[config.mk]
export PLATFORM = sky130hd
export DESIGN_NAME = pipeline_hazard_ctrl
export DESIGN_NICKNAME = d
export VERILOG_FILES = /design/src/rtl/cpu_ctrl_pkg.sv /design/src/rtl/hazard_compare.sv /design/src/rtl/pipeline_hazard_ctrl.sv
export SDC_FILE = /design/constraint.sdc
export NUM_CORES = 1
export LEC_CHECK = 0
export CAP_MARGIN = 5
export CORE_ASPECT_RATIO = 1.25
export CORE_UTILIZATION = 49
export DETAILED_ROUTE_END_ITERATION = 10
export PLACE_DENSITY = 0.81
export SLEW_MARGIN = 0
export SYNTH_ARGS = -nofsm -noshare
export SYNTH_HDL_FRONTEND = slang
export SYNTH_SLANG_ARGS = --single-unit
[constraint.sdc]
create_clock -name clk -period 2.56 [get_ports clk]
set_input_delay 0.256 -clock clk [delete_from_list [all_inputs] [get_ports clk]]
set_output_delay 0.256 -clock clk [all_outputs]
set_load 0.01 [all_outputs]
[src/rtl/cpu_ctrl_pkg.sv]
// Shared pipeline-control definitions used by the hazard sequencer,
// the forwarding logic and the decoder.
package cpu_ctrl_pkg;

    // Mul/div occupancy sequencer states
    typedef enum logic [1:0] {
        RUN     = 2'd0,
        MD_BUSY = 2'd1,
        MD_DONE = 2'd2
    } md_state_e;

    // Architectural zero register index; writes to it never create hazards
    localparam int unsigned REG_ZERO = 0;

endpackage

[src/rtl/hazard_compare.sv]
// Load-use hazard detection: a load in EX whose destination is read by ID.
module hazard_compare #(
    parameter int unsigned REG_ADDR_W = 5
) (
    input  logic [REG_ADDR_W-1:0] id_rs1,
    input  logic [REG_ADDR_W-1:0] id_rs2,
    input  logic                  id_uses_rs2,
    input  logic [REG_ADDR_W-1:0] ex_rd,
    input  logic                  ex_mem_read,
    output logic                  load_use
);
    import cpu_ctrl_pkg::*;

    // Compare the load destination against the live source operands of ID
    always_comb begin
        load_use = ex_mem_read
                 && (ex_rd != REG_ADDR_W'(REG_ZERO))
                 && ((ex_rd == id_rs1) || (id_uses_rs2 && (ex_rd == id_rs2)));
    end

endmodule

[src/rtl/pipeline_hazard_ctrl.sv]
// Stall/flush sequencer for the 5-stage pipeline: load-use stalls, mul/div
// occupancy of EX, branch flushes, data-memory wait states with a watchdog,
// and a saturating stall-cycle counter.
module pipeline_hazard_ctrl #(
    parameter int unsigned REG_ADDR_W  = 5,
    parameter int unsigned MD_CYCLES   = 8,
    parameter int unsigned MEM_TIMEOUT = 255,
    parameter int unsigned PERF_W      = 32
) (
    input  logic                  clk,
    input  logic                  arst_n,
    input  logic [REG_ADDR_W-1:0] id_rs1,
    input  logic [REG_ADDR_W-1:0] id_rs2,
    input  logic                  id_uses_rs2,
    input  logic [REG_ADDR_W-1:0] ex_rd,
    input  logic                  ex_mem_read,
    input  logic                  ex_muldiv,
    input  logic                  branch_taken_ex,
    input  logic                  mem_access,
    input  logic                  dmem_ready,
    output logic                  pc_write_en,
    output logic                  ifid_write_en,
    output logic                  idex_write_en,
    output logic                  exmem_write_en,
    output logic                  ifid_flush,
    output logic                  idex_bubble,
    output logic                  exmem_bubble,
    output logic                  memwb_bubble,
    output logic                  md_start,
    output logic                  md_done,
    output logic                  mem_timeout_err,
    output logic [PERF_W-1:0]     stall_cycles
);
    import cpu_ctrl_pkg::*;

    localparam int unsigned MD_CNT_W = (MD_CYCLES > 2) ? $clog2(MD_CYCLES) : 1;
    localparam int unsigned WAIT_W   = $clog2(MEM_TIMEOUT + 1);
    localparam logic [MD_CNT_W-1:0] MD_LOAD  = MD_CNT_W'(MD_CYCLES - 1);
    localparam logic [WAIT_W-1:0]   WAIT_MAX = WAIT_W'(MEM_TIMEOUT);

    md_state_e           state;
    logic [MD_CNT_W-1:0] md_cnt;
    logic [WAIT_W-1:0]   wait_cnt;
    logic [WAIT_W-1:0]   wait_nxt;
    logic                load_use;
    logic                mem_freeze;
    logic                md_hold;

    hazard_compare #(
        .REG_ADDR_W (REG_ADDR_W)
    ) u_cmp (
        .id_rs1      (id_rs1),
        .id_rs2      (id_rs2),
        .id_uses_rs2 (id_uses_rs2),
        .ex_rd       (ex_rd),
        .ex_mem_read (ex_mem_read),
        .load_use    (load_use)
    );

    // Hazard conditions derived from state and inputs
    always_comb begin
        mem_freeze = mem_access & ~dmem_ready;
        md_hold    = ((state == RUN) && ex_muldiv) || ((state == MD_BUSY) && (md_cnt != '0));
        wait_nxt   = wait_cnt;
        if (!mem_freeze)
            wait_nxt = '0;
        else if (wait_cnt != WAIT_MAX)
            wait_nxt = wait_cnt + 1'b1;
    end

    // Prioritised stage controls: freeze, mul/div hold, branch flush, load-use
    always_comb begin
        pc_write_en    = 1'b1;
        ifid_write_en  = 1'b1;
        idex_write_en  = 1'b1;
        exmem_write_en = 1'b1;
        ifid_flush     = 1'b0;
        idex_bubble    = 1'b0;
        exmem_bubble   = 1'b0;
        memwb_bubble   = 1'b0;
        md_start       = 1'b0;
        md_done        = ((state == MD_BUSY) && (md_cnt == '0)) || (state == MD_DONE);
        if (mem_freeze) begin
            pc_write_en    = 1'b0;
            ifid_write_en  = 1'b0;
            idex_write_en  = 1'b0;
            exmem_write_en = 1'b0;
            memwb_bubble   = 1'b1;
        end else if (md_hold) begin
            pc_write_en   = 1'b0;
            ifid_write_en = 1'b0;
            idex_write_en = 1'b0;
            exmem_bubble  = 1'b1;
            md_start      = (state == RUN);
        end else if (branch_taken_ex) begin
            ifid_flush  = 1'b1;
            idex_bubble = 1'b1;
        end else if (load_use) begin
            pc_write_en   = 1'b0;
            ifid_write_en = 1'b0;
            idex_bubble   = 1'b1;
        end
    end

    // Mul/div occupancy sequencer; the countdown keeps running under a freeze
    always_ff @(posedge clk or negedge arst_n) begin
        if (!arst_n) begin
            state  <= RUN;
            md_cnt <= '0;
        end else begin
            case (state)
                RUN: begin
                    if (ex_muldiv && !mem_freeze) begin
                        state  <= MD_BUSY;
                        md_cnt <= MD_LOAD;
                    end
                end
                MD_BUSY: begin
                    if (md_cnt == '0)
                        state <= mem_freeze ? MD_DONE : RUN;
                    else
                        md_cnt <= md_cnt - 1'b1;
                end
                MD_DONE: begin
                    if (!mem_freeze)
                        state <= RUN;
                end
                default: state <= RUN;
            endcase
        end
    end

    // Memory-wait watchdog; the flag latches as the run length reaches the limit
    always_ff @(posedge clk or negedge arst_n) begin
        if (!arst_n) begin
            wait_cnt        <= '0;
            mem_timeout_err <= 1'b0;
        end else begin
            wait_cnt <= wait_nxt;
            if (mem_freeze && (wait_nxt == WAIT_MAX))
                mem_timeout_err <= 1'b1;
        end
    end

    // Saturating count of cycles in which the PC is held
    always_ff @(posedge clk or negedge arst_n) begin
        if (!arst_n)
            stall_cycles <= '0;
        else if (!pc_write_en && (stall_cycles != '1))
            stall_cycles <= stall_cycles + 1'b1;
    end

endmodule

==> summary.txt <==
Outcome
  – Status: finished clean

Critical path
  – Most numerous cell on the critical path: buf_4
  – Worst EP required: 2780 ps
  – WS Path Type: reg2reg
  – Crit. End Element: flop
  – CP max-delay cell: nor4b_1
  – R2R Path Start: md_cnt[0]$_DFFE_PN0P_
  – Reg2reg path depth: 11
  – Buf/Inv on CP: 3
  – Crit path cell chain: inv_1 > ha_1 > ha_2 > nand2_1 > o21ai_0 > o21a_1 > o31a_1 > buf_4 > buf_4 > nor4b_1 > xor2_1
  – Crit path max fanout: 14
  – Register-to-register setup slack: around 130 ps
  – Reg-to-Reg End: stall_cycles[20]$_DFFE_PN0P_
  – Critical path launch point type: flop
  – Cell family with most CP delay: compound AO/OA/AOI/OAI gates
  – CP max stage delay: a little over 400 ps
  – Worst Path Arrival: roughly 2700 ps

Detailed routing
  – WL final: about 5800 µm
  – DR WL/cell: around 15 µm
  – DRT antenna net count: 0
  – Drt pass-1 iters: 3
  – # DRC: 0
  – DR vias/cell: ~5.5
  – DR iter-0 viols: 68
  – Routed vias: 2149

GRT
  – GRT overflow: 0
  – Antenna violations before repair: 0
  – Met1 GRT Util: about a quarter
  – Most used routing layer in global routing: met2
  – First-pass GRT wire length: approximately 9400 µm
  – Vias in the first global route: about 2100
  – Met3 Usage GRT: about 5.4%
  – Total GRT Usage: a little under a quarter
  – GR Util met2: a little over two fifths
  – Largest net degree at the start of global routing: 47

Final layout
  – # nets final: between 300 and 400
  – Synth-to-Final Area Change: 36.2%
  – Finished Cell Area: between 3000 and 4000 µm²
  – Filler cell count in the final layout: 402
  – Ant. Diodes: 0
  – Most frequent cells in the layout: 60 x clkdlybuf4s50_1, 46 x dfrtp_1, 26 x xor2_1
  – Layout cells sized above 1: around 11%
  – Most common cell after layout, fill and taps aside: clkdlybuf4s50_1

Place
  – Placed Area: 3270 µm²
  – RD Place Congestion: 0.815
  – Hpwl dp: around 4300 µm
  – Port Buffers: 65

Timing
  – RSZ-0062 raised after global routing: false
  – Setup TNS: 0 ps
  – WHS: ~110 ps
  – Slew Viols, Final: 0
  – Endpoints failing setup: 0
  – Crit path time final: 2430 ps
  – Max Fclk: approximately 410 MHz
  – Max-slew headroom: approximately a third
  – Final Hold Viols: 0
  – Tcrit/Tclk final: 95.1%
  – Worst-margin pin slew: between 900 and 1000 ps
  – Clk_skew: between 10 and 15 ps

Die
  – Boundary pin count: 66
  – Die Span X: 65.7 µm
  – Core Region: between 4000 and 5000 µm²
  – Chip Height: ~80 µm
  – Die Footprint: about 5400 µm²
  – Rows: 28
  – Starting density of the core: around half

Clocking
  – Clock Latency Late Sink: approximately 300 ps
  – Worst-path clk slew: about 80 ps
  – # H-tree levels: 2
  – Clk buf depth: 2
  – Root Buffer: clkbuf_8
  – Sink Count: 46
  – Hold Buf Count CTS: 0
  – Cts bufs inserted: 5
  – CTS tree: done

Flow run
  – Total of max-cap violations: 0

Logic synthesis
  – Post-synth top flop: dfrtp_1
  – Mapped Avg Cell Area: just over 10 µm²
  – Seq/Total Area, Yosys: between 40% and 50%
  – Post-Synthesis Cells: approximately 250
  – Synth unique cells: 39
  – Synth warn: 0
  – Mapped Nets: between 200 and 300
  – Synth async-reset ratio: between 90% and 100%
  – Number of flops mapped to enable cells by yosys: 0
  – Yosys reg bits: 46
  – Synthesized area: approximately 2500 µm²

Power and ir drop
  – Internal: roughly 1.5 mW
  – Total chip power: around 2.2 mW
  – Combinational Power Share: 35.8%
  – Clk pwr share: 19.6%
  – VDD IR max: between 0.5 and 0.6 mV
  – Sequential Power Share: between 40 and 50%
  – P per Cell Area: between 600 and 700 nW/µm²
  – Leak pwr: 1.54 nW
  – Switching portion of total power: 33.3%
  – Psw: between 700 and 800 µW

Hold path
  – Hold Path Class: in2async
-- worst reg2reg max path: cells and delay by family, from the launching register on --
family,cells,cell delay (ps)
AO/OA/AOI/OAI,3,530
XOR/XNOR,1,190
adder cells (fa/ha/maj),2,380
buffers and inverters,3,400
flip-flops,1,380
AND/OR/NAND/NOR,2,490
-- what timing repair did --
action                     CTS  global route
resized for setup            2             4
setup endpoints to repair    2             7
gates cloned                 0             0
setup buffers                2             1
pin swaps                    1             1
-- routing by layer --
layer	vias up	wire length [µm]	part of all wire, %
li1	1036	-	-
met1	1053	2340	41
met2	55	3020	52
met3	5	344	6.0
met4	0	52	0.90
met5	-	0	0
-- power groups by stage --
stage	registers (mW)	logic [mW]	clock network (mW)
2_1_floorplan	1.01	0.351	0
3_3_place_gp	0.988	0.743	0
3_5_place_dp	0.994	0.767	0
4_1_cts	0.982	0.785	0.442
5_1_grt	1.01	0.864	0.471
6_report	0.983	0.787	0.430
-- registers in the layout (all words and copies together), names as in the netlist --
signal	flops
md_cnt	3
mem_timeout_err	1
stall_cycles	32
state	2
wait_cnt	8
-- worst max path at each step --
stage | startpoint | to | slack (ps) | cells after the start
2_1_floorplan | stall_cycles[0]$_DFFE_PN0P_ | stall_cycles[11]$_DFFE_PN0P_ | 520 | 8
3_3_place_gp | ex_rd[0] | pc_write_en | -20 | 5
3_5_place_dp | ex_rd[2] | stall_cycles[20]$_DFFE_PN0P_ | -40 | 9
4_1_cts | md_cnt[0]$_DFFE_PN0P_ | idex_bubble | 60 | 8
5_1_grt | md_cnt[0]$_DFFE_PN0P_ | pc_write_en | 0.6 | 9
6_report | md_cnt[0]$_DFFE_PN0P_ | stall_cycles[20]$_DFFE_PN0P_ | 130 | 11
-- metrics by stage --
| stage | cells | util (%) | worst slack, ps |
|---|---|---|---|
| detailed placement | 378 | 68.1 | -41.4 |
| global placement | 378 | 68.1 | -18.3 |
| finish | 389 | 70.5 | 127 |
| floorplan | 247 | - | 521 |
| CTS | 388 | 70.1 | 58.1 |
| global route | 389 | 70.5 | 0.616 |
-- synthesized netlist by cell type, types with 5 or more instances --
cell	instances	area, µm²
and3_1	6	37.5
xnor2_1	18	158
buf_2	5	25.0
dfrtp_1	46	1150
xor2_1	26	228
nor3_1	24	120
nand3_1	15	75.1
a21oi_1	7	35.0
nand2_1	18	67.6
nand4_1	8	50.1
o21ai_0	6	30.0
nor2_1	10	37.5
inv_1	7	26.3
-- logic make-up after synthesis --
family,after synthesis,share of synthesized area [%]
buf+inv,15,2.87
xor+xnor,44,15.5
mux,1,0.453
compound gates,24,5.94
flops,46,46.3
simple gates,113,26.9
fa+ha+maj,4,2.01
-- cell type report --
class	instances	area, µm²	share of cell area (%)
multi-input combinational	186	1270	37.5
timing repair buffer	82	776	22.9
sequential	46	1150	34.0
clock buffer	6	72.6	2.14
tap	60	75.1	2.22
clock inverter	2	13.8	0.407
inverter	7	26.3	0.776
(Power assumes the default switching activity.)
